--- config.mk ---
export PLATFORM = sky130hd
export DESIGN_NAME = iob2axil_ot
export DESIGN_NICKNAME = d
export VERILOG_FILES = /design/src/rtl/iob2axil_ot.sv
export SDC_FILE = /design/constraint.sdc
export NUM_CORES = 1
export LEC_CHECK = 0
export BUFFER_PORTS_ARGS = -buffer_cell sky130_fd_sc_hd__buf_2
export CAP_MARGIN = 20
export CORE_ASPECT_RATIO = 0.75
export CORE_UTILIZATION = 48
export CTS_CLUSTER_DIAMETER = 50
export DETAILED_ROUTE_END_ITERATION = 8
export GPL_TIMING_DRIVEN = 0
export PLACE_DENSITY = 0.85
export SKIP_LAST_GASP = 1
export SLEW_MARGIN = 30
export SYNTH_ARGS = -nofsm -noshare
export SYNTH_HDL_FRONTEND = slang
export SYNTH_SLANG_ARGS = --single-unit
export TNS_END_PERCENT = 1
--- constraint.sdc ---
create_clock -name i_clk -period 5.2 [get_ports i_clk]
set_input_delay 0.52 -clock i_clk [delete_from_list [all_inputs] [get_ports i_clk]]
set_output_delay 0.52 -clock i_clk [all_outputs]
set_load 0.01 [all_outputs]
--- src/rtl/iob2axil_ot.sv ---
// iob2axil_ot: native iob slave to AXI4-Lite master bridge.
// One request slot feeds the AW/W or AR channel; up to MAX_OT transactions
// per direction may be in flight. Writes are posted, reads return in order
// one cycle after their R handshake. AXI and protocol errors are sticky.
module iob2axil_ot #(
    parameter int          ADDR_W = 32,
    parameter int          DATA_W = 32,
    parameter int          MAX_OT = 4,
    parameter logic [2:0]  PROT   = 3'b010
) (
    input  logic                  i_clk,
    input  logic                  i_rst_n,
    // iob slave side
    input  logic                  i_iob_valid,
    input  logic [ADDR_W-1:0]     i_iob_addr,
    input  logic [DATA_W-1:0]     i_iob_wdata,
    input  logic [DATA_W/8-1:0]   i_iob_wstrb,
    output logic                  o_iob_ready,
    output logic                  o_iob_rvalid,
    output logic [DATA_W-1:0]     o_iob_rdata,
    output logic                  o_iob_rerr,
    // status
    output logic [1:0]            o_err,
    input  logic                  i_err_clr,
    output logic                  o_idle,
    // AXI4-Lite write address
    output logic [ADDR_W-1:0]     o_axil_awaddr,
    output logic [2:0]            o_axil_awprot,
    output logic                  o_axil_awvalid,
    input  logic                  i_axil_awready,
    // AXI4-Lite write data
    output logic [DATA_W-1:0]     o_axil_wdata,
    output logic [DATA_W/8-1:0]   o_axil_wstrb,
    output logic                  o_axil_wvalid,
    input  logic                  i_axil_wready,
    // AXI4-Lite write response
    input  logic [1:0]            i_axil_bresp,
    input  logic                  i_axil_bvalid,
    output logic                  o_axil_bready,
    // AXI4-Lite read address
    output logic [ADDR_W-1:0]     o_axil_araddr,
    output logic [2:0]            o_axil_arprot,
    output logic                  o_axil_arvalid,
    input  logic                  i_axil_arready,
    // AXI4-Lite read data
    input  logic [DATA_W-1:0]     i_axil_rdata,
    input  logic [1:0]            i_axil_rresp,
    input  logic                  i_axil_rvalid,
    output logic                  o_axil_rready
);

    localparam int              OT_W     = $clog2(MAX_OT + 1);
    localparam int              STRB_W   = DATA_W / 8;
    localparam logic [OT_W-1:0] OT_ZERO  = {OT_W{1'b0}};
    localparam logic [OT_W-1:0] OT_ONE   = {{(OT_W-1){1'b0}}, 1'b1};
    localparam logic [OT_W-1:0] OT_MAX   = OT_W'(MAX_OT);

    // Next value of an outstanding counter; an accept paired with a real
    // response leaves it unchanged. Spurious responses never reach dec.
    function automatic logic [OT_W-1:0] f_ot_next(input logic [OT_W-1:0] cur,
                                                  input logic            inc,
                                                  input logic            dec);
        logic [OT_W-1:0] nxt;
        case ({inc, dec})
            2'b10:   nxt = cur + OT_ONE;
            2'b01:   nxt = cur - OT_ONE;
            default: nxt = cur;
        endcase
        return nxt;
    endfunction

    // slot contents and pending-channel flags
    logic [ADDR_W-1:0] r_addr;
    logic [DATA_W-1:0] r_wdata;
    logic [STRB_W-1:0] r_wstrb;
    logic              r_aw_pend;
    logic              r_w_pend;
    logic              r_ar_pend;
    // in-flight counters
    logic [OT_W-1:0]   r_wr_ot;
    logic [OT_W-1:0]   r_rd_ot;
    // status and read return
    logic [1:0]        r_err;
    logic              r_iob_rvalid;
    logic [DATA_W-1:0] r_iob_rdata;
    logic              r_iob_rerr;

    logic              w_slot_empty;
    logic              w_req_wr;
    logic              w_iob_ready;
    logic              w_accept;
    logic              w_acc_wr;
    logic              w_acc_rd;
    logic              w_b_spur;
    logic              w_r_spur;
    logic              w_b_dec;
    logic              w_r_dec;
    logic              w_resp_err;

    // The slot is busy exactly while any channel still waits for its handshake,
    // so it frees the cycle after the last flag drops.
    assign w_slot_empty = ~(r_aw_pend | r_w_pend | r_ar_pend);
    assign w_req_wr     = |i_iob_wstrb;

    // Accept only into an empty slot, with room in the requested direction and
    // the opposite direction fully drained (keeps reads ordered after writes).
    always_comb begin
        w_iob_ready = 1'b0;
        if (!w_slot_empty) begin
            w_iob_ready = 1'b0;
        end else if (w_req_wr) begin
            w_iob_ready = (r_wr_ot < OT_MAX) && (r_rd_ot == OT_ZERO);
        end else begin
            w_iob_ready = (r_rd_ot < OT_MAX) && (r_wr_ot == OT_ZERO);
        end
    end

    assign w_accept   = i_iob_valid & w_iob_ready;
    assign w_acc_wr   = w_accept & w_req_wr;
    assign w_acc_rd   = w_accept & ~w_req_wr;
    assign w_b_spur   = i_axil_bvalid & (r_wr_ot == OT_ZERO);
    assign w_r_spur   = i_axil_rvalid & (r_rd_ot == OT_ZERO);
    assign w_b_dec    = i_axil_bvalid & ~w_b_spur;
    assign w_r_dec    = i_axil_rvalid & ~w_r_spur;
    assign w_resp_err = (i_axil_bvalid & i_axil_bresp[1]) | (i_axil_rvalid & i_axil_rresp[1]);

    // Request slot: load on accept, then retire each channel on its own handshake.
    always_ff @(posedge i_clk) begin
        if (!i_rst_n) begin
            r_addr    <= {ADDR_W{1'b0}};
            r_wdata   <= {DATA_W{1'b0}};
            r_wstrb   <= {STRB_W{1'b0}};
            r_aw_pend <= 1'b0;
            r_w_pend  <= 1'b0;
            r_ar_pend <= 1'b0;
        end else if (w_accept) begin
            r_addr    <= i_iob_addr;
            r_wdata   <= i_iob_wdata;
            r_wstrb   <= i_iob_wstrb;
            r_aw_pend <= w_req_wr;
            r_w_pend  <= w_req_wr;
            r_ar_pend <= ~w_req_wr;
        end else begin
            if (r_aw_pend && i_axil_awready) r_aw_pend <= 1'b0;
            if (r_w_pend && i_axil_wready)   r_w_pend  <= 1'b0;
            if (r_ar_pend && i_axil_arready) r_ar_pend <= 1'b0;
        end
    end

    // Outstanding counters: count at accept, release on a genuine response.
    always_ff @(posedge i_clk) begin
        if (!i_rst_n) begin
            r_wr_ot <= OT_ZERO;
            r_rd_ot <= OT_ZERO;
        end else begin
            r_wr_ot <= f_ot_next(r_wr_ot, w_acc_wr, w_b_dec);
            r_rd_ot <= f_ot_next(r_rd_ot, w_acc_rd, w_r_dec);
        end
    end

    // Sticky errors: clear request drops old bits, a fresh error in the same cycle survives.
    always_ff @(posedge i_clk) begin
        if (!i_rst_n) begin
            r_err <= 2'b00;
        end else begin
            r_err <= (r_err & ~{2{i_err_clr}}) | {(w_b_spur | w_r_spur), w_resp_err};
        end
    end

    // Read return: every R beat (spurious or not) is forwarded one cycle later.
    always_ff @(posedge i_clk) begin
        if (!i_rst_n) begin
            r_iob_rvalid <= 1'b0;
            r_iob_rdata  <= {DATA_W{1'b0}};
            r_iob_rerr   <= 1'b0;
        end else begin
            r_iob_rvalid <= i_axil_rvalid;
            if (i_axil_rvalid) begin
                r_iob_rdata <= i_axil_rdata;
                r_iob_rerr  <= i_axil_rresp[1];
            end
        end
    end

    assign o_iob_ready    = w_iob_ready;
    assign o_iob_rvalid   = r_iob_rvalid;
    assign o_iob_rdata    = r_iob_rdata;
    assign o_iob_rerr     = r_iob_rerr;
    assign o_err          = r_err;
    assign o_idle         = w_slot_empty & (r_wr_ot == OT_ZERO) & (r_rd_ot == OT_ZERO);

    assign o_axil_awaddr  = r_addr;
    assign o_axil_awprot  = PROT;
    assign o_axil_awvalid = r_aw_pend;
    assign o_axil_wdata   = r_wdata;
    assign o_axil_wstrb   = r_wstrb;
    assign o_axil_wvalid  = r_w_pend;
    assign o_axil_bready  = 1'b1;
    assign o_axil_araddr  = r_addr;
    assign o_axil_arprot  = PROT;
    assign o_axil_arvalid = r_ar_pend;
    assign o_axil_rready  = 1'b1;

endmodule

==> reports/summary.txt <==
r2r setup slk -> 2.74 ns
clk_skew -> 0.00827 ns
Ys Warns -> 0
WS Path Type -> input pin to register
Crit. Startpoint -> i_iob_wstrb[0]
largest net degree at the start of global routing -> 17
Post-DRT Antenna Nets -> 0
commonest cells in the netlist -> nand2_1, dfxtp_1, mux2i_1, nor2_1, buf_4
share of the synthesized area in the top cell type -> 0.474
postcts setup bufs -> 0
Post-synth EDFFs -> 0
Fin Hold WS -> 0.365 ns
number of antenna violations at the first check in global routing -> 0
vias in the first global route -> 4,296
Max clock buf depth -> 2
RSZ-0062 raised after global routing -> no
critical path arrival -> 3.36 ns
clk root buf -> clkbuf_16
met2 usage -> 0.445
CP Launch Type -> input pin
fmax -> 329 MHz
final WL -> 12.7 mm
Synth Cell Area -> 4770 um^2
worst min path class -> input pin to register
ant diodes -> 0
leading area contributor after synthesis -> dfxtp_1
H-Tree Level Count -> 4
Die X -> 117 um
fin crit period -> 3.04 ns
Starting Density -> 0.494
post-synthesis cell type count -> 25
Slew Limit Fails -> 0
status -> complete, no violations
hold_buf cts -> 0
Core Box Area -> 9660 um^2
DRT iter0 DRCs -> 204
Synth area leaders -> dfxtp_1, mux2i_1, nand2_1
RR Endpoint -> r_wr_ot[2]
first-pass GRT wire length -> 19.2 mm
Async SR Flop Fraction -> 0
site row count -> 31
syn avg cell area -> 9.19 um^2
total gr overflow -> 0
worst-margin pin slew -> 0.739 ns
Max Cap Viol -> 0
Skew-Pair Late Insertion Delay -> 0.39 ns
RR Startpoint -> r_rd_ot[0]
Post-layout nets -> 910
residual DRC count -> 0
ys flop type -> dfxtp_1
Final Hold Viols -> 0
I/O Pins -> 262
Critical Path RT -> 5.52 ns
post-DP HPWL -> 9.85 mm
met3 GRT Util -> 0.0753
relative slew slack -> 0.507
post-cts resize count -> 0
worst-path fanout max -> 10
via count -> 4,368
pwr dens -> 450 nW/um^2
CP endpoint -> r_wr_ot[2]
CTS tree -> built
Clock transition at path regs -> 0.05 ns
drt pass-1 iters -> 7
worst r2r path cells -> 12
most instantiated library cell after synthesis -> nand2_1
Sink Count -> 113
GRT busiest layer -> met2
fin crit share -> 0.585
Mapped Cells -> 519
Setup TNS Final -> 0 ns
register area share after synthesis -> 0.474
CTS Buf Count -> 17
IO Port Bufs -> 249
vias per inst -> 4.67
fraction of layout instances using a drive strength above 1 -> 0.404
routed len/inst -> 13.6 um
gp weighted congestion -> 0.781
leakage -> 3.54 nW
# setup viols final -> 0
Syn-to-layout area delta -> 41.0%
GRT Resource Usage Total -> 0.243
VDD IR-drop max -> 0.000343 V
Die Y -> 88.4 um
die area -> 10,300 um^2
grt met1 use -> 0.259
register bit total from synthesis -> 113
Critical Path Sink Type -> register
## critical path, stage by stage
cell	delay [ns]
buf_2	0.11
or4_1	0.57
clkbuf_1	0.20
mux2i_1	0.24
nor3b_1	0.09
buf_6	0.17
buf_6	0.17
nand2_1	0.08
ha_1	0.17
inv_1	0.06
fa_1	0.37
xor2_1	0.16
or3_1	0.30
a21oi_1	0.14
## logic make-up after synthesis
group | count (synthesis) | share of synthesized area
buffers and inverters | 81 | 0.108
AOI/OAI and AO/OA | 13 | 0.0170
muxes | 101 | 0.212
xor gates and xnor gates | 4 | 0.00734
DFF | 113 | 0.474
adders and majority gates | 4 | 0.0136
and+or+nand+nor | 201 | 0.167
other | 2 | 0.00157
## flip-flops by register name (all words and copies together) (netlist names)
name            cells
o_axil_wstrb        4
r_rd_ot             3
o_axil_araddr      32
o_iob_rerr          1
o_iob_rvalid        1
o_axil_wdata       32
o_iob_rdata        32
o_axil_arvalid      1
o_axil_wvalid       1
o_err               2
r_wr_ot             3
o_axil_awvalid      1
## placed cells by master (no fill, tap or decap), drive strengths merged, types with 3 or more instances in the layout
master / count
nor3b: 3
nor3: 3
clkbuf: 49
mux2i: 101
conb: 8
nor2: 45
inv: 8
nor2b: 4
dfxtp: 113
clkinv: 5
buf: 297
nand2: 140
a21oi: 7
xor2: 4
## area by class of cell
type / instances / area [um^2]
clock inverter: 6 / 32.5
sequential: 113 / 2260
fill: 747 / 2930
inverter: 8 / 30.0
multi-input combinational: 331 / 2020
clock buffer: 24 / 492
buffer: 73 / 484
timing repair buffer: 249 / 1250
tap: 132 / 165
## stage by stage
stage          cells  setup slack [ns]  total power [mW]   util  cell area, um^2
4_1_cts          936              2.17              3.05  0.697             6730
3_3_place_gp     906              1.86              1.99  0.643             6210
2_1_floorplan    525              2.19              1.69      -             4790
6_report         936              2.16              3.03  0.697             6730
5_1_grt          936              2.07              3.18  0.697             6730
3_5_place_dp     906              1.76              2.03  0.643             6210
## worst min-delay path by stage
| stage | from | endpoint | slack [ns] | cells past startpoint |
|---|---|---|---|---|
| 3_5_place_dp | o_axil_wdata[13] | o_axil_wdata[13] | 0.45 | 2 |
| 6_report | i_axil_rdata[21] | o_iob_rdata[21] | 0.36 | 3 |
| 5_1_grt | i_axil_rdata[23] | o_iob_rdata[23] | 0.35 | 3 |
| 4_1_cts | i_axil_rdata[21] | o_iob_rdata[21] | 0.35 | 3 |
| 2_1_floorplan | r_wr_ot[2] | r_wr_ot[2] | 0.47 | 2 |
| 3_3_place_gp | o_axil_wdata[29] | o_axil_wdata[29] | 0.44 | 2 |
## routing by layer
metal,wire length (um),share of wire
met2,6550,0.51
met5,0,0
met1,5130,0.40
met3,737,0.058
met4,311,0.024
## power by group
part,total (mW),internal (mW),switching (mW),leakage (nW)
registers,1.10,1.01,0.0934,0.929
logic,0.904,0.442,0.463,2.35
clock network,1.02,0.649,0.372,0.261
No activity file was read; power rests on OpenSTA's default activity.
